--- src/rtl/shift_reg_seq.sv ---
// shift_reg_seq: sequencer/arbiter sharing one universal shift register
// between a byte transmitter (parallel-in, serial-out) and a byte
// receiver (serial-in, parallel-out).
module shift_reg_seq #(
  parameter int unsigned WIDTH   = 8,
  parameter int unsigned BIT_DIV = 1
) (
  input  logic             clk,
  input  logic             rst,
  input  logic             lsb_first_i,
  input  logic             tx_valid_i,
  input  logic [WIDTH-1:0] tx_data_i,
  output logic             tx_ready_o,
  output logic             tx_done_o,
  input  logic             rx_start_i,
  input  logic             ser_i,
  output logic             rx_valid_o,
  output logic [WIDTH-1:0] rx_data_o,
  input  logic             rx_ready_i,
  output logic             ser_o,
  output logic             ser_en_o,
  output logic             busy_o,
  output logic [1:0]       sr_mode_o,
  output logic [WIDTH-1:0] sr_par_o,
  output logic             sr_d_o,
  input  logic [WIDTH-1:0] sr_p_i
);

  localparam int unsigned BW = (WIDTH > 1) ? $clog2(WIDTH) : 1;
  localparam int unsigned DW = (BIT_DIV > 1) ? $clog2(BIT_DIV) : 1;
  localparam logic [BW-1:0] BIT_LAST = BW'(WIDTH - 1);
  localparam logic [DW-1:0] DIV_LAST = DW'(BIT_DIV - 1);

  localparam logic [1:0] M_HOLD  = 2'b00;
  localparam logic [1:0] M_LOAD  = 2'b01;
  localparam logic [1:0] M_LEFT  = 2'b10;
  localparam logic [1:0] M_RIGHT = 2'b11;

  typedef enum logic [2:0] {
    IDLE     = 3'd0,
    LOAD     = 3'd1,
    TX_SHIFT = 3'd2,
    RX_SHIFT = 3'd3,
    RX_DONE  = 3'd4
  } state_t;

  state_t          state_q, state_d;
  logic [BW-1:0]   bit_cnt_q;
  logic [DW-1:0]   div_cnt_q;
  logic            dir_q;
  logic            last_grant_tx_q;
  logic [WIDTH-1:0] par_q;
  logic            tx_done_q;

  logic is_idle, shifting, shift_cyc, last_shift, tx_grant, rx_grant;

  // Arbitration and shift-timing decode; TX wins a tie unless it won last time.
  always_comb begin
    is_idle    = (state_q == IDLE);
    shifting   = (state_q == TX_SHIFT) || (state_q == RX_SHIFT);
    shift_cyc  = shifting && (div_cnt_q == DIV_LAST);
    last_shift = shift_cyc && (bit_cnt_q == BIT_LAST);
    tx_ready_o = is_idle && !rst && !(rx_start_i && last_grant_tx_q);
    tx_grant   = tx_ready_o && tx_valid_i;
    rx_grant   = is_idle && !rst && rx_start_i && !tx_grant;
  end

  // Next-state selection.
  always_comb begin
    state_d = state_q;
    case (state_q)
      IDLE: begin
        if (tx_grant)      state_d = LOAD;
        else if (rx_grant) state_d = RX_SHIFT;
      end
      LOAD:     state_d = TX_SHIFT;
      TX_SHIFT: if (last_shift) state_d = IDLE;
      RX_SHIFT: if (last_shift) state_d = RX_DONE;
      RX_DONE:  if (rx_ready_i) state_d = IDLE;
      default:  state_d = IDLE;
    endcase
  end

  // State, counters, grant bookkeeping and captured TX byte.
  always_ff @(posedge clk) begin
    if (rst) begin
      state_q         <= IDLE;
      bit_cnt_q       <= '0;
      div_cnt_q       <= '0;
      dir_q           <= 1'b0;
      last_grant_tx_q <= 1'b0;
      par_q           <= '0;
      tx_done_q       <= 1'b0;
    end else begin
      state_q   <= state_d;
      tx_done_q <= (state_q == TX_SHIFT) && last_shift;
      if (tx_grant) begin
        par_q           <= tx_data_i;
        dir_q           <= lsb_first_i;
        last_grant_tx_q <= 1'b1;
      end else if (rx_grant) begin
        dir_q           <= lsb_first_i;
        last_grant_tx_q <= 1'b0;
      end
      // Counters sit at zero outside the shift states, so every shift
      // state is entered with both counters cleared.
      if (!shifting) begin
        div_cnt_q <= '0;
        bit_cnt_q <= '0;
      end else begin
        div_cnt_q <= shift_cyc ? '0 : div_cnt_q + DW'(1);
        if (shift_cyc) bit_cnt_q <= last_shift ? '0 : bit_cnt_q + BW'(1);
      end
    end
  end

  // Register control and user-facing outputs; all forced low during reset.
  always_comb begin
    sr_mode_o  = M_HOLD;
    sr_d_o     = 1'b0;
    sr_par_o   = '0;
    ser_o      = 1'b0;
    ser_en_o   = 1'b0;
    rx_valid_o = 1'b0;
    rx_data_o  = '0;
    busy_o     = 1'b0;
    tx_done_o  = 1'b0;
    if (!rst) begin
      busy_o    = !is_idle;
      tx_done_o = tx_done_q;
      sr_par_o  = par_q;
      case (state_q)
        LOAD: sr_mode_o = M_LOAD;
        TX_SHIFT: begin
          ser_en_o = 1'b1;
          ser_o    = dir_q ? sr_p_i[0] : sr_p_i[WIDTH-1];
          if (shift_cyc) sr_mode_o = dir_q ? M_RIGHT : M_LEFT;
        end
        RX_SHIFT: begin
          if (shift_cyc) begin
            sr_mode_o = dir_q ? M_RIGHT : M_LEFT;
            sr_d_o    = ser_i;
          end
        end
        RX_DONE: begin
          rx_valid_o = 1'b1;
          rx_data_o  = sr_p_i;
        end
        default: ;
      endcase
    end
  end

endmodule
--- config.mk ---
export PLATFORM = sky130hd
export DESIGN_NAME = shift_reg_seq
export DESIGN_NICKNAME = d
export VERILOG_FILES = /design/src/rtl/shift_reg_seq.sv
export SDC_FILE = /design/constraint.sdc
export NUM_CORES = 1
export LEC_CHECK = 0
export CAP_MARGIN = 15
export CORE_ASPECT_RATIO = 0.6
export CORE_MARGIN = 1.5
export CORE_UTILIZATION = 42
export CTS_BUF_LIST = sky130_fd_sc_hd__clkbuf_2
export DETAILED_ROUTE_END_ITERATION = 8
export PLACE_DENSITY = 0.89
export SYNTH_ARGS = -nofsm -noshare
export SYNTH_HDL_FRONTEND = slang
export SYNTH_SLANG_ARGS = --single-unit
--- constraint.sdc ---
create_clock -name clk -period 1.6 [get_ports clk]
set_clock_uncertainty 0.05 [all_clocks]
set_input_delay 0.24 -clock clk [delete_from_list [all_inputs] [get_ports clk]]
set_output_delay 0.24 -clock clk [all_outputs]
set_load 0.01 [all_outputs]
After elaboration in Yosys (flattened, before gate mapping):

Cells that the tools add are included.

* $add $sub $neg: 2
* $mul: 0
* divide/modulo/power cells: 0
* $lt $le $gt $ge: 0
* equal/unequal tests: 9
* shift operators: 0
* multiplexer cells: 30
* bitwise gates (word level): 2
* reduce and logical (&&, ||, !) cells: 20

Operator list (number)
* 8-bit two-way mux: 3
* 3-bit two-way mux: 6
* 1-bit two-way mux: 17
* 3-bit case mux with 5 select lines: 1
* 1-bit logical AND: 9
* 3-bit by 2-bit equality test with 1-bit output, second input constant: 2
* 3-bit equality test, second input constant: 2
* 2-bit inequality test, second input constant: 3
* 1-bit logical NOT: 4
* 2-bit two-way mux: 2
* 2-bit case mux with 2 select lines: 1
* 4-bit AND reduction: 1
* 2-bit OR reduction: 2
* 3-bit by 1-bit adder with 3-bit output, second input constant: 1
* 3-bit by 1-bit equality test with 1-bit output, second input constant: 1
* 3-bit logical NOT: 1
* 3-bit by 1-bit inequality test with 1-bit output, second input constant: 1
* 3-bit OR reduction: 1
* 1-bit inverter: 2
* 2-bit nonzero test: 1
* 1-bit adder, second input constant: 1
* 1-bit logical OR: 1

* register bits after elaboration: 18
* bits in latches: 0
* RAM bits: 0
* memory bits (read-only): 0
* input bits: 23
* memories kept: 0

Longest topological paths before layout:

* depth in word-level cells: 9
* mapped depth: 5

Least setup slack after synthesis:

OpenSTA, ideal clock, no wires.

* path type: reg2out
* from: register state_q[1]
* to: output sr_d_o
* arrival time: 1290 ps
* data required time: 1310 ps
* path slack: 20 ps
* stages on the path, launching flop included: 4
* path buffers: 1
* cells stage by stage: dfxtp_1 buf_6 nor4b_1 and3_2

* longest elaborated chain between the ends: 6

RTL lines
* start, declared: RTL line 47 `state_t state_q, state_d;`
* start signal, assigned: RTL line 95 `state_q <= state_d;`
* 3-bit by 2-bit equality test with 1-bit output, on equally long branches: RTL line 60, 132
* 1-bit logical OR: RTL line 60 `shifting = (state_q == TX_SHIFT) || (state_q == RX_SHIFT);`
* 1-bit logical AND: RTL line 61 `shift_cyc = shifting && (div_cnt_q == DIV_LAST);`
* 1-bit two-way mux: RTL line 140 `if (shift_cyc) begin`
* 1-bit two-way mux *: RTL line 132 `case (state_q)`
* 1-bit two-way mux *: RTL line 128 `if (!rst) begin`
* end, declared: RTL line 25 `output logic sr_d_o,`

Mark *: on every way between the ends. The rest lies on a longest branch, timed or not.

Final worst setup path:

* from: register state_q[1]
* to: output rx_data_o[2]

* longest elaborated chain between the ends: 3

RTL lines
* 3-bit equality test: RTL line 132
* 8-bit two-way mux: RTL line 132
* 8-bit two-way mux: RTL line 128
* end, declared: RTL line 18 `output logic [WIDTH-1:0] rx_data_o,`

Every way passes these cells.

==> results.md <==
- GR Layer Usage met3: 7.143%
- Setup_tns: -699.6 ps
- Fin crit period: between 1500 and 2000 ps
- Final wirelength: 3.905 mm
- Core area: about 2200 µm²
- DP Cell Count: 201
- Area leader, netlist: dfxtp_1
- Part of the power in registers: 44.8%
- Starting DRT DRC Count: 59
- Peak supply drop: 0.5007 mV
- Layout area overhead: 78.50%
- GRT Total Usage: 26.54%
- Die W: 66.58 µm
- Clock Power Share: 17.3%
- Ys flop type: dfxtp_1
- Period utilization: 107.2%
- Post-DP Area: 1634 µm²
- Critical path's largest stage delay: between 400 and 500 ps
- Compound-Gate Fraction of Synth Area: 10.20%
- Post-route non-filler standard cell count: roughly 210
- Xor/xnor share of the synthesized area: 0%
- Synth Area in Adders: ~2.5%
- Vias/cell: roughly 5.3
- Buf/Inv on CP: 2
- Peak Freq: 583.1 MHz
- Syn Std Cell Area: around 1000 µm²
- Initial antenna violation count: 0
- Final Hold Vio Count: 0
- Mux cell area share after synthesis: roughly 11%
- Failing checks: negative setup slack
- Logic pwr share: 37.9%
- Sw power: 0.3605 mW
- Max-slew violations: 0
- TritonRoute pass-1 iters: 5
- Startpoint Class: register
- CP arrival: 1420 ps
- Number of synthesized flops with an enable pin: 0
- P_int: 0.7687 mW
- First-pass GRT wire length: 5.092 mm
- #FFs+latches synth: 18
- Fin nets: 207
- Synth Warn #: 0
- Simple-gate share of the synthesized area: between 30% and 40%
- Largest family of logic cells by synthesized area: simple AND/OR/NAND/NOR gates
- Max_cap viols: 0
- Drt wl/cell: 18.51 µm
- Row count: 13
- Netlist cell types: 36
- Port buffer count: 47
- Hold_ws: between 400 and 500 ps
- Cts hold-fix bufs: 0
- Crit-path slowest cell: dfxtp_4
- Die area: 2739 µm²
- I/O Pins: 48
- Clock Latency Late Sink: 310 ps
- Hold WC Path Type: input pin to register
- Synth Net Count: 135
- Vias: 1127
- Post-route ant nets: 0
- Setup crit end kind: output port
- Synthesized area per cell: 9.259 µm²
- CTS Buf Count: 3
- Post-route total power: ~1.1 mW
- Setup Viol. Count Final: 11
- Largest cells by area after synthesis: dfxtp_1, nor2b_1, mux2_2
- Post-route cell area: 1818 µm²
- CP delay by family, top: simple AND/OR/NAND/NOR gates
- Net Sw Frac: 31.93%
- GRT met2 Usage: 46.25%
- Congestion Overflow GR: 0
- Final Util: around four fifths
- R2R Setup Slk: 20 ps
- CTS Root Cell: clkbuf_2
- Part of the Yosys area used for sequential elements: 35.38%
- Largest net degree at the start of global routing: 22
- P_leak: 0.8494 nW
- Status: complete, but fails checks
- Initial Utilization: 45.70%
- Sink Count: 18
- Ant diodes: 0
- Setup WS pre-CTS: -581.4 ps
- Worst-path cell chain: nor2_4, and3_4, buf_12, and2_4, buf_6
- Fillers: roughly 140
- Clk slew on worst S/H paths: between 150 and 200 ps
- CP max FO: 5
- Synth top area share: a little over a third
- CTS tree: done
- # H-tree levels: 1
- GRT busiest layer: met2
- Die Y: 41.15 µm
- Detailed Place HPWL: 2.462 mm
- Critical path required time: 1310 ps
- Layout cells sized above 1: 45.86%
- Syn Inst Count: 110
- PD cells: about 620 nW/µm²
- DRC viols: 0
- Routability-driven placement congestion ratio: 0.8880
- CP Class: register to output port
- Vias in the first global route: 979
- RSZ-0062 raised after global routing: yes
- M1 GR Usage: 34.31%
- Setup slack after layout: -115.0 ps
- Max clock buf depth: 2
- Synth async-reset ratio: 0%
==> worst register-to-register path: cells and delay by family, from the launching register on <==
| kind | cells | cell delay [ps] |
|---|---|---|
| buffers and inverters | 4 | 520 |
| AO/OA/AOI/OAI | 2 | 480 |
| flip-flops | 1 | 450 |
| AND/OR/NAND/NOR | 1 | 40 |
==> cell usage in the layout (no fill, tap or decap), types with 2 or more instances in the layout <==
cell type        count
o21ai_0              2
dfxtp_4              4
clkdlybuf4s50_1     21
buf_2                4
inv_1                2
nor2_1              10
ha_1                 2
a21oi_1              5
and2_4               9
dfxtp_1             13
buf_4               19
mux2i_1              2
and3_4               3
nor2_4               2
dlygate4sd2_1       10
buf_6               15
nand2_1              2
clkbuf_2             5
a211o_1              2
nor2b_1             17
nor4b_4              2
mux2_2               7
==> repair_timing <==
| action | 4_1_cts | 5_1_grt |
|---|---|---|
| pin swaps | 7 | 11 |
| buffers inserted | 2 | 3 |
| gates cloned | 1 | 0 |
| endpoints found under the setup margin | 25 | 18 |
| resized for setup | 92 | 29 |
| hold endpoints to repair | 0 | 0 |
==> metal layers <==
layer | share of wire [%] | vias up
met2 | 50 | 51
met5 | 0 | -
li1 | - | 524
met3 | 5.5 | 6
met4 | 1.3 | 0
met1 | 43 | 546
==> power by group through the flow <==
stage | combinational [mW] | sequential (mW) | clock [mW]
floorplan | 0.180 | 0.497 | 0
global placement | 0.341 | 0.504 | 0
detailed placement | 0.357 | 0.505 | 0
CTS | 0.375 | 0.502 | 0.204
global route | 0.451 | 0.509 | 0.224
finish | 0.428 | 0.506 | 0.196
==> worst paths after layout <==
kind              cells after the start             from              end
setup / recovery                      5       state_q[1]     rx_data_o[2]
hold / removal                        3      lsb_first_i            dir_q
setup reg to reg                      7       state_q[2]       state_q[0]
hold reg to reg                       2  last_grant_tx_q  last_grant_tx_q
==> sequential cells by signal (all words and copies together), names as in the netlist <==
name,flops
div_cnt_q,1
bit_cnt_q,3
par_q,8
last_grant_tx_q,1
state_q,3
tx_done_q,1
dir_q,1
==> synthesized netlist by cell type, types with 2 or more instances <==
library cell	n
clkbuf_1	2
ha_1	2
mux2i_1	2
inv_1	2
buf_6	2
a21oi_1	5
nor3_1	2
and3_1	2
and3_2	2
o21ai_0	2
mux2_2	7
and2_1	9
nand2_1	3
a211o_1	2
dfxtp_1	18
nor2_1	11
nor2b_1	18
==> layout make-up <==
| type | instances | area (µm²) | area share, % |
|---|---|---|---|
| clock buffers | 3 | 15.01 | 0.8259 |
| clock inverters | 1 | 3.754 | 0.2065 |
| inverters | 2 | 7.507 | 0.4129 |
| multi-input cells | 85 | 718.2 | 39.50 |
| flip-flops and latches | 18 | 376.6 | 20.72 |
| well taps | 30 | 37.54 | 2.065 |
| repair buffers | 72 | 659.4 | 36.27 |
==> cell families after synthesis <==
logic type	after synthesis
other	1
buffers and inverters	8
adders and majority gates	2
AOI/OAI and AO/OA	15
muxes	10
and+or+nand+nor	56
DFF	18
No activity file was read; power rests on OpenSTA's default activity.
